`src/rtl/rggen_rtl_pkg.sv`:
```
// Shared helpers for the rggen RTL blocks: width clipping and AXI4-Lite
// response constants.
package rggen_rtl_pkg;

  localparam int RGGEN_AXI4LITE_RESP_WIDTH = 2;

  // A zero-width ID still needs one storage bit.
  function automatic int rggen_clip_width(input int width);
    return (width > 0) ? width : 1;
  endfunction

endpackage

```
`src/rtl/rggen_axi4lite_if.sv`:
```
// AXI4-Lite bus bundle with master/slave views.
// Handshake: a beat transfers on a rising edge where valid && ready are both 1;
// valid never waits on ready, and payload is held stable while valid && !ready.
interface rggen_axi4lite_if #(
  parameter int ID_WIDTH      = 0,
  parameter int ADDRESS_WIDTH = 8,
  parameter int BUS_WIDTH     = 32
);
  localparam int IDW = rggen_rtl_pkg::rggen_clip_width(ID_WIDTH);

  logic                     awvalid;
  logic                     awready;
  logic [IDW-1:0]           awid;
  logic [ADDRESS_WIDTH-1:0] awaddr;
  logic [2:0]               awprot;
  logic                     wvalid;
  logic                     wready;
  logic [BUS_WIDTH-1:0]     wdata;
  logic [BUS_WIDTH/8-1:0]   wstrb;
  logic                     bvalid;
  logic                     bready;
  logic [IDW-1:0]           bid;
  logic [1:0]               bresp;
  logic                     arvalid;
  logic                     arready;
  logic [IDW-1:0]           arid;
  logic [ADDRESS_WIDTH-1:0] araddr;
  logic [2:0]               arprot;
  logic                     rvalid;
  logic                     rready;
  logic [IDW-1:0]           rid;
  logic [1:0]               rresp;
  logic [BUS_WIDTH-1:0]     rdata;

  modport master (
    output awvalid, awid, awaddr, awprot,
    input  awready,
    output wvalid, wdata, wstrb,
    input  wready,
    input  bvalid, bid, bresp,
    output bready,
    output arvalid, arid, araddr, arprot,
    input  arready,
    input  rvalid, rid, rresp, rdata,
    output rready
  );

  modport slave (
    input  awvalid, awid, awaddr, awprot,
    output awready,
    input  wvalid, wdata, wstrb,
    output wready,
    output bvalid, bid, bresp,
    input  bready,
    input  arvalid, arid, araddr, arprot,
    output arready,
    output rvalid, rid, rresp, rdata,
    input  rready
  );
endinterface

```
`src/rtl/rggen_axi4lite_response_slice.sv`:
```
// Two-entry (main + skid) register slice for one response channel.
// Payload reset is controlled by RGGEN_AXI4LITE_RESPONSE_BUFFER_DATA_RESET_EN.
module rggen_axi4lite_response_slice #(
  parameter int WIDTH = 8
) (
  input  logic             i_clk,
  input  logic             i_rst_n,
  input  logic             i_valid,
  output logic             o_ready,
  input  logic [WIDTH-1:0] i_data,
  output logic             o_valid,
  input  logic             i_ready,
  output logic [WIDTH-1:0] o_data
);
  logic             r_main_valid;
  logic             r_skid_valid;
  logic [WIDTH-1:0] r_main_data;
  logic [WIDTH-1:0] r_skid_data;
  logic             w_push;
  logic             w_pop;
  logic             w_main_free;
  logic             w_main_load;
  logic             w_skid_load;
  logic [WIDTH-1:0] w_main_next;

  assign o_ready = !r_skid_valid;
  assign o_valid = r_main_valid;
  assign o_data  = r_main_data;

  assign w_push      = i_valid && o_ready;
  assign w_pop       = r_main_valid && i_ready;
  // Main can take a new entry when empty or being drained this cycle;
  // a waiting skid entry always has priority so ordering is preserved.
  assign w_main_free = !r_main_valid || w_pop;
  assign w_main_load = w_main_free && (r_skid_valid || w_push);
  assign w_skid_load = !w_main_free && w_push;
  assign w_main_next = r_skid_valid ? r_skid_data : i_data;

  always_ff @(posedge i_clk or negedge i_rst_n) begin
    if (!i_rst_n) begin
      r_main_valid <= 1'b0;
      r_skid_valid <= 1'b0;
    end else begin
      if (w_main_free) begin
        r_main_valid <= r_skid_valid || w_push;
      end
      if (r_skid_valid && w_pop) begin
        r_skid_valid <= 1'b0;
      end else if (w_skid_load) begin
        r_skid_valid <= 1'b1;
      end
    end
  end

`ifdef RGGEN_AXI4LITE_RESPONSE_BUFFER_DATA_RESET_EN
  always_ff @(posedge i_clk or negedge i_rst_n) begin
    if (!i_rst_n) begin
      r_main_data <= '0;
      r_skid_data <= '0;
    end else begin
      if (w_main_load) begin
        r_main_data <= w_main_next;
      end
      if (w_skid_load) begin
        r_skid_data <= i_data;
      end
    end
  end
`else
  always_ff @(posedge i_clk) begin
    if (w_main_load) begin
      r_main_data <= w_main_next;
    end
    if (w_skid_load) begin
      r_skid_data <= i_data;
    end
  end
`endif

endmodule

```
`src/rtl/rggen_axi4lite_response_buffer.sv`:
```
// AXI4-Lite response-path register slice: B and R fully registered, AW/W/AR
// passed straight through. Optional payload reset: RGGEN_AXI4LITE_RESPONSE_BUFFER_DATA_RESET_EN.
module rggen_axi4lite_response_buffer
  import rggen_rtl_pkg::*;
#(
  parameter int ID_WIDTH      = 0,
  parameter int ADDRESS_WIDTH = 8,
  parameter int BUS_WIDTH     = 32
) (
  input  logic             i_clk,
  input  logic             i_rst_n,
  rggen_axi4lite_if.slave  slave_if,
  rggen_axi4lite_if.master master_if
);
  localparam int IDW = rggen_clip_width(ID_WIDTH);
  localparam int BW  = IDW + RGGEN_AXI4LITE_RESP_WIDTH;
  localparam int RW  = BW + BUS_WIDTH;

  logic [BW-1:0] w_b_in;
  logic [BW-1:0] w_b_out;
  logic [RW-1:0] w_r_in;
  logic [RW-1:0] w_r_out;

  assign master_if.awvalid = slave_if.awvalid;
  assign master_if.awid    = slave_if.awid;
  assign master_if.awaddr  = slave_if.awaddr;
  assign master_if.awprot  = slave_if.awprot;
  assign master_if.wvalid  = slave_if.wvalid;
  assign master_if.wdata   = slave_if.wdata;
  assign master_if.wstrb   = slave_if.wstrb;
  assign master_if.arvalid = slave_if.arvalid;
  assign master_if.arid    = slave_if.arid;
  assign master_if.araddr  = slave_if.araddr;
  assign master_if.arprot  = slave_if.arprot;
  assign slave_if.awready  = master_if.awready;
  assign slave_if.wready   = master_if.wready;
  assign slave_if.arready  = master_if.arready;

  assign w_b_in = {master_if.bid, master_if.bresp};
  assign {slave_if.bid, slave_if.bresp} = w_b_out;

  rggen_axi4lite_response_slice #(
    .WIDTH (BW)
  ) u_b_slice (
    .i_clk   (i_clk),
    .i_rst_n (i_rst_n),
    .i_valid (master_if.bvalid),
    .o_ready (master_if.bready),
    .i_data  (w_b_in),
    .o_valid (slave_if.bvalid),
    .i_ready (slave_if.bready),
    .o_data  (w_b_out)
  );

  assign w_r_in = {master_if.rid, master_if.rresp, master_if.rdata};
  assign {slave_if.rid, slave_if.rresp, slave_if.rdata} = w_r_out;

  rggen_axi4lite_response_slice #(
    .WIDTH (RW)
  ) u_r_slice (
    .i_clk   (i_clk),
    .i_rst_n (i_rst_n),
    .i_valid (master_if.rvalid),
    .o_ready (master_if.rready),
    .i_data  (w_r_in),
    .o_valid (slave_if.rvalid),
    .i_ready (slave_if.rready),
    .o_data  (w_r_out)
  );

endmodule

```
`src/flat_wrapper.sv`:
```
// flat-port wrapper written by rule: the top's interface ports become plain ports
module rggen_axi4lite_response_buffer_flat import rggen_rtl_pkg::*;
#(
  parameter int ID_WIDTH      = 0,
  parameter int ADDRESS_WIDTH = 8,
  parameter int BUS_WIDTH     = 32
)
  (i_clk, i_rst_n, slave_if_awvalid, slave_if_awid, slave_if_awaddr, slave_if_awprot, slave_if_awready, slave_if_wvalid, slave_if_wdata, slave_if_wstrb, slave_if_wready, slave_if_bvalid, slave_if_bid, slave_if_bresp, slave_if_bready, slave_if_arvalid, slave_if_arid, slave_if_araddr, slave_if_arprot, slave_if_arready, slave_if_rvalid, slave_if_rid, slave_if_rresp, slave_if_rdata, slave_if_rready, master_if_awvalid, master_if_awid, master_if_awaddr, master_if_awprot, master_if_awready, master_if_wvalid, master_if_wdata, master_if_wstrb, master_if_wready, master_if_bvalid, master_if_bid, master_if_bresp, master_if_bready, master_if_arvalid, master_if_arid, master_if_araddr, master_if_arprot, master_if_arready, master_if_rvalid, master_if_rid, master_if_rresp, master_if_rdata, master_if_rready);
  rggen_axi4lite_if #(.ID_WIDTH(ID_WIDTH), .ADDRESS_WIDTH(ADDRESS_WIDTH), .BUS_WIDTH(BUS_WIDTH)) slave_if_i ();
  rggen_axi4lite_if #(.ID_WIDTH(ID_WIDTH), .ADDRESS_WIDTH(ADDRESS_WIDTH), .BUS_WIDTH(BUS_WIDTH)) master_if_i ();
  input  logic i_clk;
  input  logic i_rst_n;
  input wire logic [$bits(slave_if_i.awvalid)-1:0] slave_if_awvalid;
  input wire logic [$bits(slave_if_i.awid)-1:0] slave_if_awid;
  input wire logic [$bits(slave_if_i.awaddr)-1:0] slave_if_awaddr;
  input wire logic [$bits(slave_if_i.awprot)-1:0] slave_if_awprot;
  output wire logic [$bits(slave_if_i.awready)-1:0] slave_if_awready;
  input wire logic [$bits(slave_if_i.wvalid)-1:0] slave_if_wvalid;
  input wire logic [$bits(slave_if_i.wdata)-1:0] slave_if_wdata;
  input wire logic [$bits(slave_if_i.wstrb)-1:0] slave_if_wstrb;
  output wire logic [$bits(slave_if_i.wready)-1:0] slave_if_wready;
  output wire logic [$bits(slave_if_i.bvalid)-1:0] slave_if_bvalid;
  output wire logic [$bits(slave_if_i.bid)-1:0] slave_if_bid;
  output wire logic [$bits(slave_if_i.bresp)-1:0] slave_if_bresp;
  input wire logic [$bits(slave_if_i.bready)-1:0] slave_if_bready;
  input wire logic [$bits(slave_if_i.arvalid)-1:0] slave_if_arvalid;
  input wire logic [$bits(slave_if_i.arid)-1:0] slave_if_arid;
  input wire logic [$bits(slave_if_i.araddr)-1:0] slave_if_araddr;
  input wire logic [$bits(slave_if_i.arprot)-1:0] slave_if_arprot;
  output wire logic [$bits(slave_if_i.arready)-1:0] slave_if_arready;
  output wire logic [$bits(slave_if_i.rvalid)-1:0] slave_if_rvalid;
  output wire logic [$bits(slave_if_i.rid)-1:0] slave_if_rid;
  output wire logic [$bits(slave_if_i.rresp)-1:0] slave_if_rresp;
  output wire logic [$bits(slave_if_i.rdata)-1:0] slave_if_rdata;
  input wire logic [$bits(slave_if_i.rready)-1:0] slave_if_rready;
  output wire logic [$bits(master_if_i.awvalid)-1:0] master_if_awvalid;
  output wire logic [$bits(master_if_i.awid)-1:0] master_if_awid;
  output wire logic [$bits(master_if_i.awaddr)-1:0] master_if_awaddr;
  output wire logic [$bits(master_if_i.awprot)-1:0] master_if_awprot;
  input wire logic [$bits(master_if_i.awready)-1:0] master_if_awready;
  output wire logic [$bits(master_if_i.wvalid)-1:0] master_if_wvalid;
  output wire logic [$bits(master_if_i.wdata)-1:0] master_if_wdata;
  output wire logic [$bits(master_if_i.wstrb)-1:0] master_if_wstrb;
  input wire logic [$bits(master_if_i.wready)-1:0] master_if_wready;
  input wire logic [$bits(master_if_i.bvalid)-1:0] master_if_bvalid;
  input wire logic [$bits(master_if_i.bid)-1:0] master_if_bid;
  input wire logic [$bits(master_if_i.bresp)-1:0] master_if_bresp;
  output wire logic [$bits(master_if_i.bready)-1:0] master_if_bready;
  output wire logic [$bits(master_if_i.arvalid)-1:0] master_if_arvalid;
  output wire logic [$bits(master_if_i.arid)-1:0] master_if_arid;
  output wire logic [$bits(master_if_i.araddr)-1:0] master_if_araddr;
  output wire logic [$bits(master_if_i.arprot)-1:0] master_if_arprot;
  input wire logic [$bits(master_if_i.arready)-1:0] master_if_arready;
  input wire logic [$bits(master_if_i.rvalid)-1:0] master_if_rvalid;
  input wire logic [$bits(master_if_i.rid)-1:0] master_if_rid;
  input wire logic [$bits(master_if_i.rresp)-1:0] master_if_rresp;
  input wire logic [$bits(master_if_i.rdata)-1:0] master_if_rdata;
  output wire logic [$bits(master_if_i.rready)-1:0] master_if_rready;
  assign slave_if_i.awvalid = slave_if_awvalid;
  assign slave_if_i.awid = slave_if_awid;
  assign slave_if_i.awaddr = slave_if_awaddr;
  assign slave_if_i.awprot = slave_if_awprot;
  assign slave_if_awready = slave_if_i.awready;
  assign slave_if_i.wvalid = slave_if_wvalid;
  assign slave_if_i.wdata = slave_if_wdata;
  assign slave_if_i.wstrb = slave_if_wstrb;
  assign slave_if_wready = slave_if_i.wready;
  assign slave_if_bvalid = slave_if_i.bvalid;
  assign slave_if_bid = slave_if_i.bid;
  assign slave_if_bresp = slave_if_i.bresp;
  assign slave_if_i.bready = slave_if_bready;
  assign slave_if_i.arvalid = slave_if_arvalid;
  assign slave_if_i.arid = slave_if_arid;
  assign slave_if_i.araddr = slave_if_araddr;
  assign slave_if_i.arprot = slave_if_arprot;
  assign slave_if_arready = slave_if_i.arready;
  assign slave_if_rvalid = slave_if_i.rvalid;
  assign slave_if_rid = slave_if_i.rid;
  assign slave_if_rresp = slave_if_i.rresp;
  assign slave_if_rdata = slave_if_i.rdata;
  assign slave_if_i.rready = slave_if_rready;
  assign master_if_awvalid = master_if_i.awvalid;
  assign master_if_awid = master_if_i.awid;
  assign master_if_awaddr = master_if_i.awaddr;
  assign master_if_awprot = master_if_i.awprot;
  assign master_if_i.awready = master_if_awready;
  assign master_if_wvalid = master_if_i.wvalid;
  assign master_if_wdata = master_if_i.wdata;
  assign master_if_wstrb = master_if_i.wstrb;
  assign master_if_i.wready = master_if_wready;
  assign master_if_i.bvalid = master_if_bvalid;
  assign master_if_i.bid = master_if_bid;
  assign master_if_i.bresp = master_if_bresp;
  assign master_if_bready = master_if_i.bready;
  assign master_if_arvalid = master_if_i.arvalid;
  assign master_if_arid = master_if_i.arid;
  assign master_if_araddr = master_if_i.araddr;
  assign master_if_arprot = master_if_i.arprot;
  assign master_if_i.arready = master_if_arready;
  assign master_if_i.rvalid = master_if_rvalid;
  assign master_if_i.rid = master_if_rid;
  assign master_if_i.rresp = master_if_rresp;
  assign master_if_i.rdata = master_if_rdata;
  assign master_if_rready = master_if_i.rready;
  rggen_axi4lite_response_buffer #(.ID_WIDTH(ID_WIDTH), .ADDRESS_WIDTH(ADDRESS_WIDTH), .BUS_WIDTH(BUS_WIDTH)) u_core (.i_clk(i_clk), .i_rst_n(i_rst_n), .slave_if(slave_if_i), .master_if(master_if_i));
endmodule
```
`config.mk`:
```
export PLATFORM = sky130hd
export DESIGN_NAME = rggen_axi4lite_response_buffer_flat
export DESIGN_NICKNAME = d
export VERILOG_FILES = /design/src/rtl/rggen_rtl_pkg.sv /design/src/rtl/rggen_axi4lite_if.sv /design/src/rtl/rggen_axi4lite_response_slice.sv /design/src/rtl/rggen_axi4lite_response_buffer.sv /design/src/flat_wrapper.sv
export SDC_FILE = /design/constraint.sdc
export NUM_CORES = 1
export LEC_CHECK = 0
export ABC_AREA = 1
export CORE_MARGIN = 2
export CORE_UTILIZATION = 33
export DETAILED_ROUTE_END_ITERATION = 8
export PLACE_DENSITY = 0.8
export SLEW_MARGIN = 40
export SYNTH_ARGS = -nofsm -noshare
export SYNTH_HDL_FRONTEND = slang
export SYNTH_SLANG_ARGS = --single-unit
```
`constraint.sdc`:
```
create_clock -name i_clk -period 1.9 [get_ports i_clk]
set_input_delay 0.285 -clock i_clk [delete_from_list [all_inputs] [get_ports i_clk]]
set_output_delay 0.285 -clock i_clk [all_outputs]
set_load 0.1 [all_outputs]
```
# ---- Yosys cells after proc, flatten, opt, wreduce, memory -nomap -nowiden
# Index checks and enable logic that the tools add are counted.
dict set report totals {
  register_bits 80
  word_cells 36
}
dict set report classes {
  n_reduce_logical 22
  mux 6
}
# op n
set ops {}
lappend ops {{35-bit two-way mux} 1}
lappend ops {{1-bit logical AND} 10}
lappend ops {{1-bit logical NOT} 6}
lappend ops {{1-bit logical OR} 4}
lappend ops {{1-bit two-way mux} 4}
lappend ops {{2-bit nonzero test} 2}
lappend ops {{3-bit two-way mux} 1}

# ---- Depth between registers and ports, before layout
dict set report logic_depth {
  ltp_word 6
  mapped_depth 4
}

# ---- Modules after synthesis
# Synthesis repeated with hierarchy kept, for this count alone.
dict set report hier_totals {
  cells_unflattened 293
  area_unflattened_um2 3480.8
}
# mod area_per_inst_um2 n_inst cells_each seq_area_each_um2
set modules_own_cells {}
lappend modules_own_cells {{rggen_axi4lite_response_slice (u_core.u_r_slice)} 2666.3 1 197 2152.1}
lappend modules_own_cells {rggen_axi4lite_response_buffer 495.5 1 66 0.0}
lappend modules_own_cells {{rggen_axi4lite_response_slice (u_core.u_b_slice)} 319.1 1 30 230.2}

# ---- Least setup slack after synthesis
# Ideal clock, no wire load.
dict set report synth_path {
  path_type {reg2reg}
  startpoint {reg u_core.u_r_slice.r_main_valid, in the netlist u_core.u_r_slice.o_valid}
  endpoint {reg u_core.u_r_slice.r_skid_data[0] (enable)}
  path_slack_ns -0.478
  path_stages_with_launch 5
  required_ns 1.510
  t_arrival_ns 1.988
  n_path_buf 0
  path_cell_list {dfrtp_1 > inv_1 > nor2_1 > nand2_1 > inv_1}
}
dict set report synth_via {
  elab_chain_cells 4
  word_cells_on_any_way 5
  classes_between {reduce/logical: 5}
}
# element line_no
set synth_rtl {}
lappend synth_rtl {{from (decl)} rggen_axi4lite_response_slice.sv:15} ;# logic r_main_valid;
lappend synth_rtl {{from (signal assigned)} rggen_axi4lite_response_slice.sv:45} ;# r_main_valid <= r_skid_valid || w_push;
lappend synth_rtl {{1-bit logical NOT or 1-bit logical AND (tied branches)} {rggen_axi4lite_response_slice.sv:34, rggen_axi4lite_response_slice.sv:31}}
lappend synth_rtl {{1-bit logical OR *} rggen_axi4lite_response_slice.sv:34} ;# assign w_main_free = !r_main_valid || w_pop;
lappend synth_rtl {{1-bit logical NOT *} rggen_axi4lite_response_slice.sv:36} ;# assign w_skid_load = !w_main_free && w_push;
lappend synth_rtl {{1-bit logical AND *} rggen_axi4lite_response_slice.sv:36}
lappend synth_rtl {{via u_core.u_r_slice.w_skid_load} rggen_axi4lite_response_slice.sv:23} ;# logic w_skid_load;
lappend synth_rtl {{to (signal assigned)} rggen_axi4lite_response_slice.sv:75} ;# r_skid_data <= i_data;
lappend synth_rtl {{to (decl)} rggen_axi4lite_response_slice.sv:18} ;# logic [WIDTH-1:0] r_skid_data;
# Mark *: on every way through the listed nets, which the timed path passes. The rest lies on a longest branch.
# A chain may end at the register's enable or synchronous reset.

# ---- Worst setup path after layout
dict set report layout_path {
  startpoint {reg u_core.u_r_slice.r_skid_valid}
  endpoint {out master_if_rready}
}
dict set report layout_via {
  elab_chain_cells 1
}
# element line_no
set layout_rtl {}
lappend layout_rtl {{from (decl)} rggen_axi4lite_response_slice.sv:16} ;# logic r_skid_valid;
lappend layout_rtl {{from (signal assigned)} rggen_axi4lite_response_slice.sv:42} ;# r_skid_valid <= 1'b0;
lappend layout_rtl {{from (signal assigned)} rggen_axi4lite_response_slice.sv:48} ;# r_skid_valid <= 1'b0;
lappend layout_rtl {{from (signal assigned)} rggen_axi4lite_response_slice.sv:50} ;# r_skid_valid <= 1'b1;
lappend layout_rtl {{1-bit logical NOT} rggen_axi4lite_response_slice.sv:26} ;# assign o_ready = !r_skid_valid;
lappend layout_rtl {{to (decl)} flat_wrapper.sv:58} ;# output wire logic [$bits(master_if_i.rready)-1:0] master_if_rready;
# Every way passes these cells.

==> results.py <==
metrics = {
    "clock_network": {
        "htree_levels": 3,
        "cts_inserted_buffers": 9,
        "cts_tree": "done",
        "clkSinkCount": 80,
        "clkTransAtPathRegs_ns": 0.08,
        "cts_hold_buf": 0,
        "worst_skew_pair.late_latency_ns": 0.35,
        "ctsRootBufferMaster": "clkbuf_8",
        "cts_buffer_depth": 2,
        "post_cts_buffers": 0,
        "postCtsResizedCells": 0,
    },
    "timing": {
        "worst_pin_slew_ns": 0.432,
        "hold_slack_ns": 0.174,
        "hold_viol": 0,
        "setup-violations-final": 0,
        "skew_ns": 0.0104,
        "setup_tns_ns": 0,
        "slew_headroom_pct": 71.1,
        "rsz0062_at_grt": "false",
        "fin_crit_sh_pct": 86.6,
        "fin_crit_ns": 1.65,
        "slew_violations": 0,
        "timing.fmax_ghz": 0.607,
    },
    "place": {
        "io_buffers": 85,
        "hpwl_mm": 6.43,
        "dp_cells": 448,
        "place.gp.congestion": 0.798,
        "dpl_cell_area_um2": 3950,
    },
    "cells_and_area": {
        "layout.nets": 433,
        "instances_no_fill": 464,
        "final_area_um2": 4110,
        "layout-drive-gt1-share_pct": 20.4,
        "multiInputGateArea_um2": 512,
        "n_antenna_cell": 0,
        "nFillCells": 972,
        "area_growth_pct": 18.2,
        "regArea_um2": 2380,
    },
    "floorplan": {
        "dieWidth_um": 107,
        "initial_core_util_pct": 33.8,
        "ioPinCount": 218,
        "core_area_um2": 10300,
        "rows": 37,
        "die_height_um": 107,
        "die-area_um2": 11400,
    },
    "synthesis": {
        "synth_area_um2": 3480,
        "yosys_warnings": 0,
        "synth-xor-area-share_pct": 0,
        "synth_edf_count": 76,
        "synth_top_family_by_area": "buffers and inverters",
        "synthMuxAreaShare_pct": 0,
        "synthFlopType": "edfxtp_1",
        "ys_top_cells_by_area": "edfxtp_1 (66%), buf_4 (15%), nand2_1 (13%)",
        "synth_compound_area_share_pct": 0.684,
        "ys_seq_area_share_pct": 68.5,
        "yosysMostFrequentCell": "nand2_1",
        "async_reset_ff_share_pct": 5.00,
        "synth.top_cell.area_share_pct": 65.6,
        "yosys.area.top_type": "edfxtp_1",
        "synthSimpleGateAreaFrac_pct": 13.8,
        "synth_fa_ha_area_share_pct": 0,
        "ys_ff_latch": 80,
        "synth_cell_types": 12,
        "synth_commonest_cells": "nand2_1 (122), edfxtp_1 (76), buf_4 (68), inv_1 (7), nor2_1 (6)",
        "synthCells": 293,
        "syn_nets": 403,
        "syn_avg_cell_area_um2": 11.9,
    },
    "power_and_ir_drop": {
        "switching_power_uw": 2000,
        "pwr-share-seq_pct": 44.7,
        "intPower_uw": 3030,
        "clock_power_share_pct": 20.8,
        "power.density_nw_per_um2": 1230,
        "leakagePower_uw": 0.00168,
        "ir_worst_vdd_v": 0.000469,
        "total_power_uw": 5040,
        "swShare_pct": 39.8,
        "combPwrFrac_pct": 34.5,
    },
    "hold_path": {
        "hp-class": "in -> async",
    },
    "drt": {
        "antenna_left": 0,
        "firstDrtPassIters": 4,
        "viasPerCell": 4.24,
        "vias": 1968,
        "drt_iter0_markers": 101,
        "wirelength_mm": 8.08,
        "route.detailed.drc": 0,
        "wire_per_inst_um": 17.4,
    },
    "critical_path": {
        "crit_path_end_kind": "output port",
        "arrival_ns": 1.36,
        "start_kind": "register",
        "crit_fanout": 18,
        "critPathKind": "reg -> out",
        "cp_data_required_time_ns": 1.62,
        "rr_worst_depth": 3,
        "crit_path_start": "u_core.u_r_slice.r_skid_valid$_DFFE_PN0P_",
        "reg2reg_from": "u_core.u_r_slice.r_skid_valid$_DFFE_PN0P_",
    },
    "global_routing": {
        "grt_pass1_wl_mm": 11.7,
        "track_usage_pct": 14.4,
        "first_global_vias": 1971,
        "grt_max_degree": 36,
        "grt.overflow.total": 0,
        "antenna_found_initial": 1,
    },
    "outcome": {
        "outcome": "finished, final reports clean",
    },
    "run": {
        "drv_cap": 0,
    },
}
power by group through the flow:
| stage | sequential (µW) | combinational [µW] | clock (µW) |
|---|---|---|---|
| 3_3_place_gp | 2290 | 1730 | 0 |
| 5_1_grt | 2270 | 1820 | 1160 |
| 2_1_floorplan | 3230 | 1040 | 0 |
| 3_5_place_dp | 2290 | 1750 | 0 |
| 4_1_cts | 2250 | 1750 | 1080 |
| 6_report | 2250 | 1740 | 1050 |
area by class of cell:
| class | count | area share (%) |
|---|---|---|
| tap | 136 | 4.14 |
| timing repair buffer | 92 | 20.6 |
| clock buffer | 9 | 3.01 |
| sequential | 80 | 58.0 |
| multi-input combinational | 132 | 12.5 |
| clock inverter | 7 | 0.944 |
| inverter | 8 | 0.822 |
critical path, cell delays in order (launching register included):
cell and delay (ns):
dfrtp_1 0.43, inv_2 0.35, buf_12 0.23
through the flow:
stage                     setup WS (ns)  utilization (%)
final                             0.254             40.0
after global routing              0.184             40.0
after CTS                         0.225             40.0
after detailed placement          0.161             38.4
after global placement            0.186             38.4
after floorplan                  0.0132                -
sequential cells by signal (all words and copies together) (netlist names):
name,flops
u_core.u_b_slice.r_skid_valid,1
u_core.u_b_slice.o_data,3
u_core.u_b_slice.r_skid_data,3
u_core.u_r_slice.r_skid_valid,1
u_core.u_b_slice.o_valid,1
u_core.u_r_slice.r_skid_data,35
u_core.u_r_slice.o_data,35
u_core.u_r_slice.o_valid,1
per-layer routing:
metal	share of wire, %	wire, µm	up-vias	global-route usage (%)
met5	0.16	13	-	0
met4	1.8	143	2	5.84
met3	15	1230	21	10.6
met2	53	4260	126	25.3
li1	-	-	949	-
met1	30	2430	870	12.2
layout by cell type (no fill, tap or decap), drive strengths merged, types with 4 or more instances in the layout:
cell type,netlist,final
nand2,122,122
clkbuf,0,9
clkinv,0,6
clkdlybuf4s50,0,43
buf,73,49
dfrtp,4,4
inv,8,7
edfxtp,76,76
nor2,6,6
cell families (layout without fill, tap and decap cells):
kind of cell / after synthesis / after routing
AND/OR/NAND/NOR: 128 / 128
buffers and inverters: 81 / 116
flip-flops: 80 / 80
AO/OA/AOI/OAI: 4 / 4
final timing paths:
| kind | endpoint | slack [ns] |
|---|---|---|
| setup / recovery | master_if_rready | 0.25 |
| hold / removal | u_core.u_r_slice.r_skid_valid$_DFFE_PN0P_ | 0.17 |
| setup reg to reg | u_core.u_r_slice.o_data[6]$_DFFE_PP_ | 0.52 |
| hold reg to reg | u_core.u_r_slice.o_data[12]$_DFFE_PP_ | 0.51 |
| max in group asynchronous | u_core.u_r_slice.o_valid$_DFFE_PN0P_ | 1.49 |
| min in group i_clk | u_core.u_r_slice.o_data[12]$_DFFE_PP_ | 0.51 |
No activity file was read; power rests on OpenSTA's default activity.
